File: config.mk
export PLATFORM = sky130hd
export DESIGN_NAME = wildcmp_pipe
export DESIGN_NICKNAME = d
export VERILOG_FILES = /design/src/rtl/wildcmp_pipe.sv
export SDC_FILE = /design/constraint.sdc
export NUM_CORES = 1
export LEC_CHECK = 0
export BUFFER_PORTS_ARGS = -buffer_cell sky130_fd_sc_hd__buf_2
export CORE_UTILIZATION = 35
export DETAILED_ROUTE_END_ITERATION = 7
export SETUP_SLACK_MARGIN = 0.2
export SYNTH_ARGS = -nofsm -noshare
export SYNTH_HDL_FRONTEND = slang
export SYNTH_SLANG_ARGS = --single-unit
File: constraint.sdc
create_clock -name clk -period 4 [get_ports clk]
set_clock_uncertainty 0.05 [all_clocks]
set_input_delay 0.8 -clock clk [delete_from_list [all_inputs] [get_ports clk]]
set_output_delay 0.8 -clock clk [all_outputs]
set_load 0.02 [all_outputs]
File: src/rtl/wildcmp_pipe.sv
// ============================================================================
// Module   : wildcmp_pipe
// Brief    : Two-stage wildcard comparator. Each operand is extended to W
//            bits and compared against DEPTH (pattern, mask) entries. A mask
//            bit of 1 makes that pattern bit a don't-care. The result is a
//            per-entry inequality vector plus a lowest-matching-index
//            summary, delivered over a valid/ready handshake.
// Options  : WILDCMP_HIT_CNT_EN adds per-entry 8-bit saturating hit counters
//            and the hit_sel / hit_cnt ports.
// Revision : 1.0 - initial release
// ============================================================================
`default_nettype none

module wildcmp_pipe #(
    parameter int IN_W   = 9,
    parameter int W      = 16,
    parameter int DEPTH  = 4,
    parameter int SIGNED = 0,
    localparam int IW    = $clog2(DEPTH)
) (
    input  logic             clk,
    input  logic             rst_n,
    input  logic             cfg_we,
    input  logic [IW-1:0]    cfg_idx,
    input  logic [W-1:0]     cfg_pat,
    input  logic [W-1:0]     cfg_mask,
    input  logic             in_valid,
    output logic             in_ready,
    input  logic [IN_W-1:0]  in_data,
    output logic             out_valid,
    input  logic             out_ready,
    output logic [DEPTH-1:0] out_neq,
    output logic             out_any_eq,
    output logic [IW-1:0]    out_idx
`ifdef WILDCMP_HIT_CNT_EN
    ,
    input  logic [IW-1:0]    hit_sel,
    output logic [7:0]       hit_cnt
`endif
);

    // Operand must fit in the compare width; the table needs two entries.
    generate
        if (IN_W > W || DEPTH < 2) begin : g_param_check
            $fatal(1, "wildcmp_pipe: requires IN_W <= W and DEPTH >= 2");
        end
    endgenerate

    logic [W-1:0]     r_pat  [DEPTH];
    logic [W-1:0]     r_mask [DEPTH];
    logic [W-1:0]     w_ext;
    logic [DEPTH-1:0] w_neq;
    logic             w_idx_ok;
    logic             w_s2_adv;
    logic             r_s1_valid;
    logic [DEPTH-1:0] r_s1_neq;
    logic [IW-1:0]    w_low_idx;

    assign w_ext    = (SIGNED != 0) ? W'($signed(in_data)) : W'(in_data);
    assign w_idx_ok = int'(cfg_idx) < DEPTH;

    // Output stage can take new data when empty or being drained this cycle.
    assign w_s2_adv = !out_valid || out_ready;
    assign in_ready = !r_s1_valid || w_s2_adv;

    // Pattern table; stage 1 reads the registered copy, so a same-cycle
    // write is only seen by operands accepted afterwards.
    always_ff @(posedge clk or negedge rst_n) begin
        if (!rst_n) begin
            for (int i = 0; i < DEPTH; i++) begin
                r_pat[i]  <= '0;
                r_mask[i] <= '0;
            end
        end else if (cfg_we && w_idx_ok) begin
            r_pat[cfg_idx]  <= cfg_pat;
            r_mask[cfg_idx] <= cfg_mask;
        end
    end

    // Per-entry wildcard inequality of the incoming operand.
    always_comb begin
        w_neq = '0;
        for (int i = 0; i < DEPTH; i++) begin
            w_neq[i] = |((w_ext ^ r_pat[i]) & ~r_mask[i]);
        end
    end

    // Stage 1: capture the inequality vector on acceptance.
    always_ff @(posedge clk or negedge rst_n) begin
        if (!rst_n) begin
            r_s1_valid <= 1'b0;
            r_s1_neq   <= '0;
        end else if (in_ready) begin
            r_s1_valid <= in_valid;
            if (in_valid) begin
                r_s1_neq <= w_neq;
            end
        end
    end

    // Lowest index whose entry matched; scanning downward leaves the lowest.
    always_comb begin
        w_low_idx = '0;
        for (int i = DEPTH - 1; i >= 0; i--) begin
            if (!r_s1_neq[i]) begin
                w_low_idx = IW'(i);
            end
        end
    end

    // Stage 2: result register, held while the consumer stalls.
    always_ff @(posedge clk or negedge rst_n) begin
        if (!rst_n) begin
            out_valid  <= 1'b0;
            out_neq    <= '0;
            out_any_eq <= 1'b0;
            out_idx    <= '0;
        end else if (w_s2_adv) begin
            out_valid <= r_s1_valid;
            if (r_s1_valid) begin
                out_neq    <= r_s1_neq;
                out_any_eq <= ~&r_s1_neq;
                out_idx    <= w_low_idx;
            end
        end
    end

`ifdef WILDCMP_HIT_CNT_EN
    logic [7:0] r_hit [DEPTH];
    logic       w_hit;

    assign w_hit   = out_valid && out_ready && out_any_eq;
    assign hit_cnt = (int'(hit_sel) < DEPTH) ? r_hit[hit_sel] : 8'd0;

    // Saturating hit counters; rewriting an entry restarts its count.
    always_ff @(posedge clk or negedge rst_n) begin
        if (!rst_n) begin
            for (int i = 0; i < DEPTH; i++) begin
                r_hit[i] <= 8'd0;
            end
        end else begin
            for (int i = 0; i < DEPTH; i++) begin
                if (cfg_we && w_idx_ok && int'(cfg_idx) == i) begin
                    r_hit[i] <= 8'd0;
                end else if (w_hit && int'(out_idx) == i && r_hit[i] != 8'hFF) begin
                    r_hit[i] <= r_hit[i] + 8'd1;
                end
            end
        end
    end
`endif

endmodule

`default_nettype wire

# Word-level counts from Yosys, hierarchy flattened
# Cells that the tools add are included.
dict set report op_classes {
  n_lt_le_gt_ge 2
  muxes 8
  n_bitwise 13
  n_reduce_logical 13
}
# op count
set op_table {}
lappend op_table {{64-bit bitwise mux} 2}
lappend op_table {{16-bit bitwise AND} 4}
lappend op_table {{16-bit inverter} 4}
lappend op_table {{16-bit OR reduction} 4}
lappend op_table {{9-bit by 16-bit bitwise XOR with 16-bit output} 4}
lappend op_table {{16-bit demux with 2-bit select} 1}
lappend op_table {{16-bit two-way mux} 1}
lappend op_table {{2-bit two-way mux} 4}
lappend op_table {{2-bit AND reduction} 2}
lappend op_table {{4-bit AND reduction} 1}
lappend op_table {{3-bit greater-or-equal comparator, second input constant} 1}
lappend op_table {{1-bit logical NOT} 3}
lappend op_table {{3-bit by 1-bit < comparator with 1-bit output, second input constant} 1}
lappend op_table {{2-bit inverter with 3-bit output} 1}
lappend op_table {{1-bit logical OR} 2}
lappend op_table {{1-bit logical AND} 1}
dict set report totals {
  ff_bits 141
  in_bits 48
  output_inout_bits 9
  wordCells 50
}

# Longest topological paths before layout
dict set report logic_depth {
  ltp_word 6
  depth_mapped 5
  mapped_depth_nobuf 4
}

# Worst setup path before layout
# OpenSTA, ideal clock, no wires.
dict set report synth_path {
  path_kind {input-to-output}
  startpoint {input port out_ready}
  endpoint {output port in_ready}
  t_arrival_ps 1110
  required_ps 3150
  slack_ps 2040
  cell_stages 1
  path_buffers 0
  cell_sequence {nand3b_1}
}
dict set report synth_between {
  elab_chain_cells 2
}
# element line
set synth_rtl {}
lappend synth_rtl {{start, declared} 31} ;# input logic out_ready,
lappend synth_rtl {{1-bit logical OR} 63} ;# assign w_s2_adv = !out_valid || out_ready;
lappend synth_rtl {{1-bit logical OR} 64} ;# assign in_ready = !r_s1_valid || w_s2_adv;
lappend synth_rtl {{end, declared} 28} ;# output logic in_ready,
# Every way passes these cells.

# Worst setup path in the final report
# Ends and elaborated chain as after synthesis.

==> flow_summary.json <==
{
  "synth_cell_type_count": 33,
  "fmax_ghz": 0.433,
  "nFillCells": 1573,
  "cp_slowest_cell": "nand3b_1",
  "finalHoldViolations": 0,
  "critPathKind": "input port to output pin",
  "synth_top_area_share_pct": 58.4,
  "cts_sinks": 141,
  "maxSlewViolCount": 0,
  "crit_path_frequent_cell": "buf_2",
  "syn_inst": 429,
  "synth_nets": 477,
  "yosysMostFrequentCell": "dfrtp_1",
  "core_sq_um": 16700,
  "multiInputGateArea_sq_um": 2280,
  "syn2layout_area_growth_pct": 16.1,
  "fin_crit_sh_pct": 57.8,
  "row_count": 47,
  "drtIter0Drc": 177,
  "clk_pin_slew_ps": 50,
  "cap_viol_max_count": 0,
  "finalPower_uw": 3860,
  "crit_chain": "buf_2 -> nand3b_1 -> buf_2",
  "ys_top_cells_by_count": "dfrtp_1 (141), mux2_2 (127), xnor2_1 (36)",
  "post-cts-setup-buffers": 0,
  "clk_latency_ps": 410,
  "worst_slew_pin_slew_ps": 980,
  "grt_overflow": 0,
  "synthArstFlopShare_pct": 100,
  "reg2reg_depth": 4,
  "arrival_ps": 1460,
  "first_pass_iters": 5,
  "final_area_sq_um": 7020,
  "endpoint_kind": "output pin",
  "crit_required_ps": 3150,
  "cts_buffers": 17,
  "fin_crit_ps": 2310,
  "critPathLaunchType": "input port",
  "ys_top_cells_by_area": "dfrtp_1 (58%), mux2_2 (24%), xnor2_1 (5.2%)",
  "ctsHoldBuffers": 0,
  "h-tree-depth": 4,
  "postRouteAntennaNets": 0,
  "hold_slack_ps": 403,
  "track_usage_pct": 15.1,
  "status": "completed",
  "io_buffers": 56,
  "cts_tree": "yes",
  "start_util_pct": 36.2,
  "yosysSeqAreaShare_pct": 58.4,
  "antenna_found_initial": 0,
  "clock_path_buffers": 2,
  "tns_ps": 0,
  "vias": 3478,
  "hold_class": "input port to asynchronous set/reset pin",
  "placed_area_sq_um": 6470,
  "grt_pass1_vias": 3852,
  "yosys_most_used_dff": "dfrtp_1",
  "ff_latch_area_sq_um": 3530,
  "drt-total-wl_um": 12100,
  "cts_root_buf": "clkbuf_16",
  "pin_count": 57,
  "fp.dieArea_sq_um": 17800,
  "drive_gt1_share_pct": 43.8,
  "cts_resized": 0,
  "die_y_um": 133,
  "cpPeakStageDelay_ps": 300,
  "worst-path-max-fanout": 5,
  "dp_hpwl_um": 8440,
  "synth_top_cell_by_area": "dfrtp_1",
  "grt_max_degree": 88,
  "p_leak_uw": 0.00301,
  "drc": 0,
  "synth_edf_count": 0,
  "drt-vias-per-instance": 4.86,
  "maxSlewHeadroom_pct": 34.3,
  "yosys_warnings": 0,
  "die_x_um": 133,
  "peakVddDrop_mv": 0.400,
  "synth_seq_cells": 141,
  "gp_congestion": 0.730,
  "wire_per_inst_um": 16.9,
  "synth_area_sq_um": 6050,
  "power_density_nw_per_um2": 549,
  "finalSetupViolCount": 0,
  "grt_pass1_wl_um": 20200,
  "fin_nets": 531,
  "rsz0062_at_grt": "false",
  "fin_util_pct": 42.0,
  "antenna_cells": 0,
  "syn_area_per_cell_sq_um": 14.1
}
state kept, by name (all words and copies together), names as in the netlist:
register	count
r_s1_neq	4
out_valid	1
out_idx	2
out_neq	4
r_pat	64
r_mask	64
out_any_eq	1
r_s1_valid	1
stage by stage:
| stage | cells | setup WS, ps |
|---|---|---|
| 2_1_floorplan | 429 | 2040 |
| 3_3_place_gp | 684 | 1430 |
| 3_5_place_dp | 684 | 1400 |
| 4_1_cts | 716 | 1680 |
| 5_1_grt | 716 | 1640 |
| 6_report | 716 | 1690 |
cell usage in the layout (no fill, tap or decap), types with 2 or more instances in the layout:
cell | synthesis | final
nor2_1 | 8 | 8
o22ai_1 | 20 | 20
clkbuf_1 | 1 | 5
nand2b_1 | 6 | 6
clkinv_2 | 0 | 5
o2111a_1 | 2 | 2
nor4_1 | 4 | 4
mux2_2 | 127 | 127
o21ai_0 | 5 | 5
buf_2 | 3 | 55
xnor2_1 | 36 | 36
clkbuf_16 | 0 | 17
o221ai_1 | 2 | 2
a31oi_1 | 2 | 2
nor2b_1 | 5 | 5
a222oi_1 | 2 | 2
inv_1 | 20 | 20
clkbuf_8 | 0 | 3
o211ai_1 | 2 | 2
nand2_1 | 7 | 7
a2111oi_0 | 2 | 2
nand3b_2 | 2 | 2
dfrtp_1 | 141 | 141
a21oi_1 | 3 | 3
critical path, delay by kind of cell:
| kind | cells | cell delay, ps |
|---|---|---|
| and+or+nand+nor | 1 | 300 |
| buffers and inverters | 2 | 350 |
power by group:
part / internal (uW) / switching (uW) / total, uW / leakage (uW)
clock: 898 / 548 / 1450 / 0.000271
sequential: 1680 / 136 / 1820 / 0.00165
combinational: 333 / 262 / 595 / 0.00109
cell families (layout without fill, tap and decap cells):
| family | Yosys count | in the layout | synth area share [%] |
|---|---|---|---|
| xor gates and xnor gates | 36 | 36 | 5.22 |
| buffers and inverters | 43 | 110 | 4.10 |
| and+or+nand+nor | 38 | 38 | 3.60 |
| AOI/OAI and AO/OA | 43 | 43 | 4.88 |
| DFF | 141 | 141 | 58.4 |
| muxes | 128 | 128 | 23.8 |
routing by layer:
layer / vias up / part of all wire (%) / global-route usage (%)
met3: 9 / 3.2 / 4.07
li1: 1616 / - / -
met5: - / 0 / 0
met1: 1804 / 46 / 18.6
met4: 0 / 0.75 / 3.98
met2: 49 / 50 / 25.9
worst paths after layout:
kind / from / slack, ps / to
worst max-delay path: out_ready / 1690 / in_ready
worst min-delay path: rst_n / 400 / r_pat[9]
worst max register to register: r_pat[63] / 2150 / r_s1_neq[0]
worst min register to register: out_idx[1] / 430 / out_idx[1]
max in group asynchronous: rst_n / 2740 / r_pat[42]
min in group clk: out_idx[1] / 430 / out_idx[1]
cell type report:
class                      count  area share [%]
inverter                      20            1.07
multi-input combinational    245            32.5
clock buffer                  25            6.91
timing repair buffer          58            4.47
tap                          220            3.92
sequential                   141            50.2
clock inverter                 7           0.891
Power figures use the tool's default switching activity.
